File: config.mk
export PLATFORM = sky130hd
export DESIGN_NAME = dm_boot_sequencer
export DESIGN_NICKNAME = d
export VERILOG_FILES = /design/src/rtl/dm_boot_sequencer.sv
export SDC_FILE = /design/constraint.sdc
export NUM_CORES = 1
export LEC_CHECK = 0
export ABC_AREA = 1
export CAP_MARGIN = 0
export CORE_MARGIN = 5
export CORE_UTILIZATION = 35
export CTS_BUF_LIST = sky130_fd_sc_hd__clkbuf_4 sky130_fd_sc_hd__clkbuf_8
export CTS_CLUSTER_DIAMETER = 60
export CTS_CLUSTER_SIZE = 14
export DETAILED_ROUTE_END_ITERATION = 10
export PLACE_DENSITY = 0.84
export SLEW_MARGIN = 20
export SYNTH_ARGS = -nofsm -noshare
export SYNTH_HDL_FRONTEND = slang
export SYNTH_SLANG_ARGS = --single-unit
export TNS_END_PERCENT = 10
File: constraint.sdc
create_clock -name clk_i -period 4 [get_ports clk_i]
set_input_delay 1 -clock clk_i [delete_from_list [all_inputs] [get_ports clk_i]]
set_output_delay 1 -clock clk_i [all_outputs]
set_load 0.01 [all_outputs]
File: src/rtl/dm_boot_sequencer.sv
// -----------------------------------------------------------------------------
// dm_boot_sequencer
//
// Purpose:
//   Boots a RISC-V hart through its Debug Module over a DMI request/response
//   link. The sequence is: activate the DM, select the hart, halt it, wait for
//   the memory image, write DPC = BOOT_ADDR with an abstract command, then
//   resume the hart. Only one DMI transaction is in flight at any time.
//
// Parameters:
//   BOOT_ADDR  - value written to the hart's DPC before resume.
//   HARTSEL    - hart index placed in dmcontrol.hartsello[25:16].
//   POLL_LIMIT - maximum reads per poll loop. Used only when the optional
//                poll timeout is built in.
//
// Optional feature macro:
//   DM_BOOT_SEQ_TIMEOUT_EN - when defined, each poll loop (halt, abstract
//   busy, resume ack) gives up after POLL_LIMIT completed reads and reports
//   error code 2, 4 or 5. When undefined, polls repeat indefinitely and no
//   counter is built.
//
// Ports:
//   clk_i, rst_i          - clock, synchronous active-high reset.
//   start_i               - one-cycle start pulse (ignored while busy).
//   image_ready_i         - memory image has been loaded.
//   dmi_req_*             - DMI request channel (valid/ready, addr, op, data).
//   dmi_resp_*            - DMI response channel (valid/ready, data, code).
//   busy_o                - sequence in progress.
//   halted_o              - hart confirmed halted, waiting for the image.
//   done_o                - one-cycle completion pulse.
//   error_o, err_code_o   - sticky error flag and cause
//                           (0 none, 1 DMI failed, 2 halt timeout, 3 cmderr,
//                            4 abstract-busy timeout, 5 resume timeout).
// -----------------------------------------------------------------------------
module dm_boot_sequencer #(
  parameter logic [31:0] BOOT_ADDR  = 32'h8000_0080,
  parameter logic [9:0]  HARTSEL    = 10'd0,
  parameter int          POLL_LIMIT = 1024
) (
  input  logic        clk_i,
  input  logic        rst_i,
  input  logic        start_i,
  input  logic        image_ready_i,
  output logic        dmi_req_valid_o,
  input  logic        dmi_req_ready_i,
  output logic [6:0]  dmi_req_addr_o,
  output logic [1:0]  dmi_req_op_o,
  output logic [31:0] dmi_req_data_o,
  input  logic        dmi_resp_valid_i,
  output logic        dmi_resp_ready_o,
  input  logic [31:0] dmi_resp_data_i,
  input  logic [1:0]  dmi_resp_i,
  output logic        busy_o,
  output logic        halted_o,
  output logic        done_o,
  output logic        error_o,
  output logic [2:0]  err_code_o
);

  // Top-level states
  localparam logic [2:0] ST_IDLE      = 3'd0;
  localparam logic [2:0] ST_ISSUE     = 3'd1;
  localparam logic [2:0] ST_WAIT_RESP = 3'd2;
  localparam logic [2:0] ST_WAIT_IMG  = 3'd3;
  localparam logic [2:0] ST_DONE      = 3'd4;
  localparam logic [2:0] ST_ERROR     = 3'd5;

  // Sequence steps
  localparam logic [3:0] STEP_S1  = 4'd1;
  localparam logic [3:0] STEP_S2  = 4'd2;
  localparam logic [3:0] STEP_S3  = 4'd3;
  localparam logic [3:0] STEP_S4  = 4'd4;
  localparam logic [3:0] STEP_S5  = 4'd5;
  localparam logic [3:0] STEP_S6  = 4'd6;
  localparam logic [3:0] STEP_S7  = 4'd7;
  localparam logic [3:0] STEP_S8  = 4'd8;
  localparam logic [3:0] STEP_S9  = 4'd9;
  localparam logic [3:0] STEP_S10 = 4'd10;
  localparam logic [3:0] STEP_S11 = 4'd11;

  // DM register addresses and DMI encodings
  localparam logic [6:0] ADDR_DATA0      = 7'h04;
  localparam logic [6:0] ADDR_DMCONTROL  = 7'h10;
  localparam logic [6:0] ADDR_DMSTATUS   = 7'h11;
  localparam logic [6:0] ADDR_ABSTRACTCS = 7'h16;
  localparam logic [6:0] ADDR_COMMAND    = 7'h17;
  localparam logic [1:0] OP_READ         = 2'd1;
  localparam logic [1:0] OP_WRITE        = 2'd2;
  localparam logic [1:0] RESP_OK         = 2'd0;
  localparam logic [1:0] RESP_BUSY       = 2'd3;

  // Error codes
  localparam logic [2:0] ERR_NONE         = 3'd0;
  localparam logic [2:0] ERR_DMI_FAILED   = 3'd1;
  localparam logic [2:0] ERR_HALT_TMO     = 3'd2;
  localparam logic [2:0] ERR_CMDERR       = 3'd3;
  localparam logic [2:0] ERR_ABS_BUSY_TMO = 3'd4;
  localparam logic [2:0] ERR_RESUME_TMO   = 3'd5;

  // dmcontrol building blocks: dmactive, hartsello field, haltreq, resumereq
  localparam logic [31:0] HS         = {6'd0, HARTSEL, 16'd0};
  localparam logic [31:0] DMACTIVE   = 32'h0000_0001;
  localparam logic [31:0] HALTREQ    = 32'h8000_0000;
  localparam logic [31:0] RESUMEREQ  = 32'h4000_0000;
  // Abstract command: access register, 32-bit, transfer, write, regno = DPC
  localparam logic [31:0] CMD_WR_DPC = 32'h0023_07B1;

  if (POLL_LIMIT < 1) begin : g_bad_poll_limit
    $error("dm_boot_sequencer: POLL_LIMIT must be at least 1");
  end

  logic [2:0] state_q, state_d;
  logic [3:0] step_q, step_d;
  logic [2:0] err_code_q, err_code_d;

  // An OK poll read whose success condition was not met
  logic       poll_miss;
  logic       poll_expired;
  logic [2:0] poll_tmo_code;
  logic       resp_fire;

  assign resp_fire = (state_q == ST_WAIT_RESP) && dmi_resp_valid_i;

  // Only a few status bits are inspected; the rest of the word is don't-care.
  logic unused_resp_bits;
  assign unused_resp_bits = ^{dmi_resp_data_i[31:18], dmi_resp_data_i[16:13],
                              dmi_resp_data_i[11], dmi_resp_data_i[7:0]};

  always_comb begin
    poll_tmo_code = ERR_RESUME_TMO;
    case (step_q)
      STEP_S4: poll_tmo_code = ERR_HALT_TMO;
      STEP_S9: poll_tmo_code = ERR_ABS_BUSY_TMO;
      default: poll_tmo_code = ERR_RESUME_TMO;
    endcase
  end

`ifdef DM_BOOT_SEQ_TIMEOUT_EN
  localparam int CNT_W = (POLL_LIMIT > 1) ? $clog2(POLL_LIMIT) : 1;

  logic [CNT_W-1:0] poll_cnt_q, poll_cnt_d;

  // The count holds completed-but-unsuccessful reads of the current poll;
  // the read that would make it POLL_LIMIT ends the loop instead.
  assign poll_expired = (poll_cnt_q == CNT_W'(POLL_LIMIT - 1));

  always_comb begin
    poll_cnt_d = poll_cnt_q;
    if (state_q == ST_IDLE || state_q == ST_ERROR) begin
      poll_cnt_d = '0;
    end else if (resp_fire && dmi_resp_i == RESP_OK) begin
      poll_cnt_d = poll_miss ? poll_cnt_q + CNT_W'(1) : '0;
    end
  end

  always_ff @(posedge clk_i) begin
    if (rst_i) begin
      poll_cnt_q <= '0;
    end else begin
      poll_cnt_q <= poll_cnt_d;
    end
  end
`else
  assign poll_expired = 1'b0;
`endif

  always_comb begin
    state_d    = state_q;
    step_d     = step_q;
    err_code_d = err_code_q;
    poll_miss  = 1'b0;

    case (state_q)
      ST_IDLE: begin
        if (start_i) begin
          state_d = ST_ISSUE;
          step_d  = STEP_S1;
        end
      end

      ST_ISSUE: begin
        if (dmi_req_ready_i) begin
          state_d = ST_WAIT_RESP;
        end
      end

      ST_WAIT_RESP: begin
        if (dmi_resp_valid_i) begin
          if (dmi_resp_i == RESP_BUSY) begin
            // DM not ready: replay the identical request
            state_d = ST_ISSUE;
          end else if (dmi_resp_i != RESP_OK) begin
            state_d    = ST_ERROR;
            err_code_d = ERR_DMI_FAILED;
          end else begin
            state_d = ST_ISSUE;
            case (step_q)
              STEP_S4: begin
                if (dmi_resp_data_i[9]) step_d = STEP_S5;
                else                    poll_miss = 1'b1;
              end
              STEP_S5: begin
                // Skip the wait state entirely if the image is already there
                if (image_ready_i) begin
                  step_d = STEP_S7;
                end else begin
                  state_d = ST_WAIT_IMG;
                  step_d  = STEP_S6;
                end
              end
              STEP_S9: begin
                if (dmi_resp_data_i[12]) begin
                  poll_miss = 1'b1;
                end else if (dmi_resp_data_i[10:8] != 3'd0) begin
                  state_d    = ST_ERROR;
                  err_code_d = ERR_CMDERR;
                end else begin
                  step_d = STEP_S10;
                end
              end
              STEP_S11: begin
                if (dmi_resp_data_i[17]) state_d = ST_DONE;
                else                     poll_miss = 1'b1;
              end
              default: step_d = step_q + 4'd1;
            endcase

            if (poll_miss && poll_expired) begin
              state_d    = ST_ERROR;
              err_code_d = poll_tmo_code;
            end
          end
        end
      end

      ST_WAIT_IMG: begin
        if (image_ready_i) begin
          state_d = ST_ISSUE;
          step_d  = STEP_S7;
        end
      end

      ST_DONE: begin
        state_d = ST_IDLE;
      end

      ST_ERROR: begin
        if (start_i) begin
          state_d    = ST_ISSUE;
          step_d     = STEP_S1;
          err_code_d = ERR_NONE;
        end
      end

      default: begin
        state_d = ST_IDLE;
      end
    endcase
  end

  always_ff @(posedge clk_i) begin
    if (rst_i) begin
      state_q    <= ST_IDLE;
      step_q     <= 4'd0;
      err_code_q <= ERR_NONE;
    end else begin
      state_q    <= state_d;
      step_q     <= step_d;
      err_code_q <= err_code_d;
    end
  end

  // Request payload is a pure decode of step_q, so it cannot change while
  // the request waits for ready.
  always_comb begin
    dmi_req_addr_o = 7'd0;
    dmi_req_op_o   = 2'd0;
    dmi_req_data_o = 32'd0;
    if (state_q == ST_ISSUE) begin
      case (step_q)
        STEP_S1: begin
          dmi_req_addr_o = ADDR_DMCONTROL;
          dmi_req_op_o   = OP_WRITE;
          dmi_req_data_o = DMACTIVE;
        end
        STEP_S2, STEP_S5: begin
          dmi_req_addr_o = ADDR_DMCONTROL;
          dmi_req_op_o   = OP_WRITE;
          dmi_req_data_o = HS | DMACTIVE;
        end
        STEP_S3: begin
          dmi_req_addr_o = ADDR_DMCONTROL;
          dmi_req_op_o   = OP_WRITE;
          dmi_req_data_o = HALTREQ | HS | DMACTIVE;
        end
        STEP_S4, STEP_S11: begin
          dmi_req_addr_o = ADDR_DMSTATUS;
          dmi_req_op_o   = OP_READ;
        end
        STEP_S7: begin
          dmi_req_addr_o = ADDR_DATA0;
          dmi_req_op_o   = OP_WRITE;
          dmi_req_data_o = BOOT_ADDR;
        end
        STEP_S8: begin
          dmi_req_addr_o = ADDR_COMMAND;
          dmi_req_op_o   = OP_WRITE;
          dmi_req_data_o = CMD_WR_DPC;
        end
        STEP_S9: begin
          dmi_req_addr_o = ADDR_ABSTRACTCS;
          dmi_req_op_o   = OP_READ;
        end
        STEP_S10: begin
          dmi_req_addr_o = ADDR_DMCONTROL;
          dmi_req_op_o   = OP_WRITE;
          dmi_req_data_o = RESUMEREQ | HS | DMACTIVE;
        end
        default: begin
          dmi_req_addr_o = 7'd0;
          dmi_req_op_o   = 2'd0;
          dmi_req_data_o = 32'd0;
        end
      endcase
    end
  end

  assign dmi_req_valid_o  = (state_q == ST_ISSUE);
  assign dmi_resp_ready_o = (state_q == ST_WAIT_RESP);
  assign busy_o           = (state_q != ST_IDLE) && (state_q != ST_ERROR);
  assign halted_o         = (state_q == ST_WAIT_IMG) ||
                            (((state_q == ST_ISSUE) || (state_q == ST_WAIT_RESP)) &&
                             (step_q == STEP_S5));
  assign done_o           = (state_q == ST_DONE);
  assign error_o          = (state_q == ST_ERROR);
  assign err_code_o       = err_code_q;

endmodule

==> metrics.md, run 1 <==
| Metric | Value |
|---|---|
| Outcome | complete, no violations |
| Seq/Total Area, Yosys | 0.157 |
| PwrDens | 546 nW/um^2 |
| R2R Path End | step_q[0] |
| Largest cells by area after synthesis | buf_4, dfxtp_1, nand2_1 |
| Setup TNS | 0 ns |
| Hold_sp | err_code_o[1] |
| Synth Area in Compound Gates | 0.130 |
| Nets | 269 |
| Mapped Area | 1140 sq um |
| Switching power | 0.000398 W |
| Simple-Gate Fraction of Synth Area | 0.362 |
| Layout cell share with drive strength beyond 1 | 0.0938 |
| Mux share of post-synthesis cell area | 0 |
| Yosys reg bits | 9 |
| Vias | 1188 |
| Max-cap viol count | 0 |
| Wire length per cell | 9.77 microns |
| Sink Count | 9 |
| Leakage power | 0.680 nW |
| WP data required | 3.00 ns |
| TritonCTS Buffers | 3 |
| Min cycle time layout | 3.20 ns |
| Number of synthesized flops with an enable pin | 0 |
| Grt ovf | 0 |
| Post-Synth Adder-Cell Area | 0.0437 |
| Initial antenna violation count | 0 |
| Peak supply drop | 0.235 mV |
| Synth unique cells | 29 |
| Comb power frac | 0.696 |
| Sequential group share of total power | 0.209 |
| RSZ-0062 raised after global routing | false |
| Clock power frac | 0.095 |
| Reg2reg setup slack | 2.35 ns |
| Syn_area_per_cell | 5.99 sq um |
| Worst hold path class | register to register |
| P&R area growth vs syn | 27.8% |
| Setup Fix Bufs, Post-CTS | 0 |
| Final HPWL DP | 2.24 mm |
| Die area | 4510 sq um |
| TritonCTS clock tree | built |
| Die width | 67.2 microns |
| DRT antenna net count | 0 |
| Clock latency on the worst-skew pair | 0.26 ns |
| P_int | 0.000400 W |
| N_diodes | 0 |
| Filler Cells Inserted | 347 |
| Signal arrival time at the worst endpoint | 2.20 ns |
| Asr flop ratio synth | 0 |
| Port-buffer cells | 38 |
| Post-synthesis xor/xnor area fraction | 0.00765 |
| Vias/cell | 4.43 |
| Hold path depth | 2 |
| Clock root buffer | clkbuf_4 |
| CP endpoint kind | output pin |
| Post-route DRC | 0 |
| Startpoint Class | register |
| Post_cts resized | 0 |
| H-tree lvl count | 1 |
| First-pass GRT wire length | 4.00 mm |
| Vias in the first global route | 980 |
| Initial core utilization | 0.369 |
| Synth warn | 0 |
| Hold Fails Final Rpt | 0 |
| DRT iter0 DRCs | 43 |
| Critical path class | register to output pin |
| Worst R2R Start | step_q[1] |
| FF-to-FF path depth | 10 |
| # rows | 20 |
| Setup Skew | 0.000431 ns |
| Setup violations, final | 0 |
| I/O pin cnt | 90 |
| Final period util | 0.800 |
| Critical path fanouts, max | 5 |
| Synth top area share | 0.203 |
| Aggregate routed wire length | 2.62 mm |
| Hold endpoint | err_code_o[1] |
| Clock Tree Buf Depth | 2 |
| Post-Syn Instances | 191 |
| Sw frac | 0.499 |
| Cell taking the most area after synthesis | buf_4 |
| Core area | 3100 sq um |
| Peak Freq | 313 MHz |
| WHS | 0.466 ns |
| Post-cts hold buffer count | 0 |
| Main combinational cell family by area after synthesis | simple AND/OR/NAND/NOR gates |
| Final Slew Violations | 0 |
| 1st-pass router iterations | 4 |
| Primary FF master, synth | dfxtp_1 |
| Gr usage total | 0.113 |
| CTS clk-pin slew, worst paths | 0.06 ns |
| Die height | 67.2 microns |
| Pin count of the biggest net entering global routing | 11 |
| Placer Congestion | 0.919 |
-- sequential cells by signal (all words and copies together) (netlist names) --
register    cells
step_q          4
state_q         3
err_code_o      2
-- layer usage --
layer | global-route usage | share of wire
met2 | 0.188 | 0.44
met4 | 0.0481 | 0.014
met1 | 0.138 | 0.43
met3 | 0.0283 | 0.12
met5 | 0 | 0
-- power groups by stage --
stage / clock, W / combinational [W] / sequential [W]
floorplan: 0 / 0.000412 / 0.000151
global placement: 0 / 0.000550 / 0.000166
detailed placement: 0 / 0.000554 / 0.000168
CTS: 0.0000796 / 0.000556 / 0.000166
global route: 0.0000866 / 0.000626 / 0.000172
finish: 0.0000762 / 0.000555 / 0.000167
-- synthesized netlist by cell type, types with 2 or more instances --
library cell and count:
nand2_2 3, o21ai_0 6, nand4_1 4, inv_2 7
nand2_1 36, nor3_1 2, o21ai_1 2, nor2_1 19
nand3_2 2, nand3_1 16, a31oi_1 2, dfxtp_1 9
ha_1 4, a21oi_1 16, buf_4 31, inv_1 19
-- stage by stage --
step | instances | setup slack (ns) | utilization | total power [W] | area [sq um]
after floorplan | 214 | 1.57 | - | 0.000563 | 1230
after global placement | 264 | 1.11 | 0.462 | 0.000716 | 1430
after detailed placement | 264 | 1.07 | 0.462 | 0.000722 | 1430
after CTS | 268 | 0.788 | 0.471 | 0.000801 | 1460
after global routing | 268 | 0.648 | 0.471 | 0.000884 | 1460
final | 268 | 0.800 | 0.471 | 0.000798 | 1460
-- critical path, cell delays in order (launching register included) --
cell	delay [ns]
dfxtp_1	0.34
inv_1	0.13
ha_1	0.21
nand3_1	0.18
and3_1	0.24
or2_2	0.26
inv_1	0.05
clkdlybuf4s50_1	0.52
-- logic make-up (layout without fill, tap and decap cells) --
| kind of cell | count (synthesis) | in the layout |
|---|---|---|
| AND/OR/NAND/NOR | 89 | 89 |
| buffers and inverters | 59 | 69 |
| AO/OA/AOI/OAI | 28 | 28 |
| flip-flops | 9 | 9 |
| adder cells (fa/ha/maj) | 4 | 4 |
| other | 1 | 24 |
| XOR/XNOR | 1 | 1 |
-- cell type report --
type	instances	area, sq um	share of cell area
Clock buffer	4	30.0	0.0205
Sequential cell	9	180	0.123
Tap cell	44	55.1	0.0376
Timing Repair Buffer	39	388	0.265
Multi-Input combinational cell	146	712	0.487
Inverter	26	97.6	0.0667
-- how the worst max path moves through the flow --
stage,from,to
5_1_grt,state_q[0],dmi_req_data_o[8]
3_5_place_dp,step_q[0],dmi_req_addr_o[0]
6_report,step_q[0],dmi_req_addr_o[0]
3_3_place_gp,step_q[0],dmi_req_addr_o[0]
2_1_floorplan,state_q[0],dmi_req_data_o[10]
4_1_cts,step_q[0],dmi_req_addr_o[0]
-- placed cells by master (no fill, tap or decap), drive strengths merged, types with 2 or more instances in the layout --
cell / instances
nand2: 39
ha: 4
o21ai: 8
conb: 24
clkdlybuf4s50: 38
inv: 26
a31oi: 2
clkbuf: 4
nor2: 21
dfxtp: 9
nand3: 18
nor3: 3
a21oi: 16
nand4: 4
No activity file was read; power rests on OpenSTA's default activity.
==> run 2, diff against run 1 <==
--- a/config.mk
+++ b/config.mk
@@ -8,12 +8,12 @@
 export ABC_AREA = 1
 export CAP_MARGIN = 0
 export CORE_MARGIN = 5
-export CORE_UTILIZATION = 35
+export CORE_UTILIZATION = 31
 export CTS_BUF_LIST = sky130_fd_sc_hd__clkbuf_4 sky130_fd_sc_hd__clkbuf_8
 export CTS_CLUSTER_DIAMETER = 60
 export CTS_CLUSTER_SIZE = 14
 export DETAILED_ROUTE_END_ITERATION = 10
-export PLACE_DENSITY = 0.84
+export PLACE_DENSITY = 0.79
 export SLEW_MARGIN = 20
 export SYNTH_ARGS = -nofsm -noshare
 export SYNTH_HDL_FRONTEND = slang
==> constraint.sdc (replaced) <==
create_clock -name clk_i -period 2.7 [get_ports clk_i]
set_input_delay 0.675 -clock clk_i [delete_from_list [all_inputs] [get_ports clk_i]]
set_output_delay 0.675 -clock clk_i [all_outputs]
set_load 0.01 [all_outputs]
==> run 2 against run 1 <==
Compared with the run above:
- worst setup slack got worse by 0.64 ns
- power is 62% higher
- via count grew 1.5%
- combinational power up 57%
- critical endpoint is now halted_o
==> metrics.md, run 2 (same netlist as run 1, synthesis figures left out) <==
| Metric | Value |
|---|---|
| Outcome | complete, no violations (unchanged) |
| I/O pin cnt | 90 (unchanged) |
| Dpl cell area | 1450 sq um (was 1430 sq um) |
| Setup TNS | 0 ns (unchanged) |
| CP endpoint kind | output pin (unchanged) |
| WP data required | 2.03 ns (was 3.00 ns) |
| Port-buffer cells | 38 (unchanged) |
| Final setup margin | 0.163 ns (was 0.800 ns) |
| Nets | 271 (was 269) |
| Die area | 5010 sq um (was 4510 sq um) |
| Placer Congestion | 0.846 (was 0.919) |
| Cell total after placement | 270 (was 264) |
| Comb power frac | 0.673 (was 0.696) |
| Clock latency on the worst-skew pair | 0.23 ns (was 0.26 ns) |
| TritonCTS Buffers | 3 (unchanged) |
| Vias | 1206 (was 1188) |
| Startpoint Class | register (unchanged) |
| Die width | 70.8 microns (was 67.2 microns) |
| Core area | 3610 sq um (was 3100 sq um) |
| Vias/cell | 4.40 (was 4.43) |
| Sink Count | 9 (unchanged) |
| Peak supply drop | 0.367 mV (was 0.235 mV) |
| Final period util | 0.940 |
| Leakage power | 0.715 nW (was 0.680 nW) |
| Final HPWL DP | 2.35 mm (was 2.24 mm) |
| 1st-pass router iterations | 4 (unchanged) |
| Min cycle time layout | 2.54 ns |
| Hold Fails Final Rpt | 0 (unchanged) |
| Initial core utilization | 0.317 (was 0.369) |
| H-tree lvl count | 1 (unchanged) |
| Die height | 70.8 microns (was 67.2 microns) |
| Critical path class | register to output pin (unchanged) |
| Setup violations, final | 0 (unchanged) |
| Slowest cell on the critical path | clkdlybuf4s50_1 (unchanged) |
| Post-place setup slack | 0.175 ns (was 1.07 ns) |
| Initial antenna violation count | 0 (unchanged) |
| DRT iter0 DRCs | 76 (was 43) |
| Family with the most delay on the worst path | buffers and inverters (unchanged) |
| Peak Freq | 394 MHz |
| N_diodes | 0 (unchanged) |
| Worst hold path class | register to register (unchanged) |
| DRT antenna net count | 0 (unchanged) |
| Switching power | 0.000624 W (was 0.000398 W) |
| Max reg flops | 4 (unchanged) |
| Clock root buffer | clkbuf_8 (was clkbuf_4) |
| Sw frac | 0.483 (was 0.499) |
| Setup Skew | 0.00597 ns (was 0.000431 ns) |
| Most flops, register | step_q (unchanged) |
| Clock Tree Buf Depth | 2 (unchanged) |
| RSZ-0062 raised after global routing | false (unchanged) |
| Most frequent cells in the layout | nand2_1, clkdlybuf4s50_1, conb_1 (was clkdlybuf4s50_1, nand2_1, conb_1) |
| Grt ovf | 0 (unchanged) |
| PwrDens | 846 nW/um^2 (was 546 nW/um^2) |
| Max-cap viol count | 0 (unchanged) |
| Bufs and invs on worst path | 2 (was 3) |
| # rows | 22 (was 20) |
| Reg2reg setup slack | 1.09 ns (was 2.35 ns) |
| Sequential group share of total power | 0.199 (was 0.209) |
| CTS clk-pin slew, worst paths | 0.05 ns (was 0.06 ns) |
| Post-cts hold buffer count | 0 (unchanged) |
| Final Non-Filler Cells | 274 (was 268) |
| Worst path max stage delay | 0.58 ns (was 0.52 ns) |
| Setup Fix Bufs, Post-CTS | 0 (unchanged) |
| Signal arrival time at the worst endpoint | 1.86 ns (was 2.20 ns) |
| P&R area growth vs syn | 33.4% (was 27.8%) |
| Clock power frac | 0.128 (was 0.095) |
| Critical path fanouts, max | 5 (unchanged) |
| Gr usage total | 0.108 (was 0.113) |
| Vias in the first global route | 1048 (was 980) |
| Pin count of the biggest net entering global routing | 10 (was 11) |
| Tot Pwr | 0.00129 W (was 0.000798 W) |
| First-pass GRT wire length | 4.52 mm (was 4.00 mm) |
| P_int | 0.000668 W (was 0.000400 W) |
| Final Slew Violations | 0 (unchanged) |
| Wire length per cell | 10.5 microns (was 9.77 microns) |
| Filler Cells Inserted | 399 (was 347) |
| Post-route DRC | 0 (unchanged) |
| TritonCTS clock tree | built (unchanged) |
| Finished layout cell area | 1530 sq um (was 1460 sq um) |
| Aggregate routed wire length | 2.87 mm (was 2.62 mm) |
| Layout cell share with drive strength beyond 1 | 0.146 (was 0.0938) |
| Crit-path cells | inv_1, ha_2, nand3_1, a211oi_1, clkdlybuf4s50_1 (was inv_1, ha_1, nand3_1, and3_1, or2_2, inv_1, clkdlybuf4s50_1) |
run 2: power groups by stage:
stage	clock, W	combinational, W	sequential, W
2_1_floorplan	0	0.000611	0.000223
3_3_place_gp	0	0.000836	0.000246
3_5_place_dp	0	0.000849	0.000249
4_1_cts	0.000169	0.000856	0.000251
5_1_grt	0.000178	0.000983	0.000265
6_report	0.000166	0.000869	0.000257
run 2: layer usage:
metal  routed length, microns  share of wire  GRT usage
met5                        0              0          0
met3                      296           0.10     0.0241
met1                     1210           0.42      0.135
met2                     1340           0.47      0.185
met4                       21         0.0073     0.0334
run 2: layout make-up:
type | instances | area (sq um) | share of cell area
multi-input cells | 146 | 733 | 0.480
repair buffers | 41 | 404 | 0.265
flip-flops and latches | 9 | 184 | 0.120
inverters | 26 | 97.6 | 0.0639
well taps | 48 | 60.1 | 0.0393
clock buffers | 4 | 48.8 | 0.0319
run 2: worst paths after layout:
check                              startpoint            end  cells past startpoint
worst max-delay path                step_q[1]       halted_o                      5
worst min-delay path            err_code_o[1]  err_code_o[1]                      2
worst max register to register     state_q[2]      step_q[0]                      8
worst min register to register  err_code_o[1]  err_code_o[1]                      2
run 2: worst reg2reg max path, stage by stage, from the launching register on:
cell and delay [ns]:
dfxtp_1 0.44, inv_2 0.10, nand3_1 0.19, buf_4 0.18
nand3_1 0.13, nor2_4 0.20, nand2_1 0.09, nor2_1 0.12
nor2_2 0.05
run 2: repair_timing:
| item | 4_1_cts | 5_1_grt |
|---|---|---|
| pin swaps | 0 | 0 |
| gates resized for setup | 6 | 6 |
| endpoints found under the setup margin | 12 | 12 |
run 2: metrics by stage:
| stage | util | hold slack (ns) |
|---|---|---|
| 3_3_place_gp | 0.403 | 0.453 |
| 4_1_cts | 0.418 | 0.459 |
| 3_5_place_dp | 0.403 | 0.455 |
| 2_1_floorplan | - | 0.478 |
| 6_report | 0.424 | 0.457 |
| 5_1_grt | 0.424 | 0.477 |
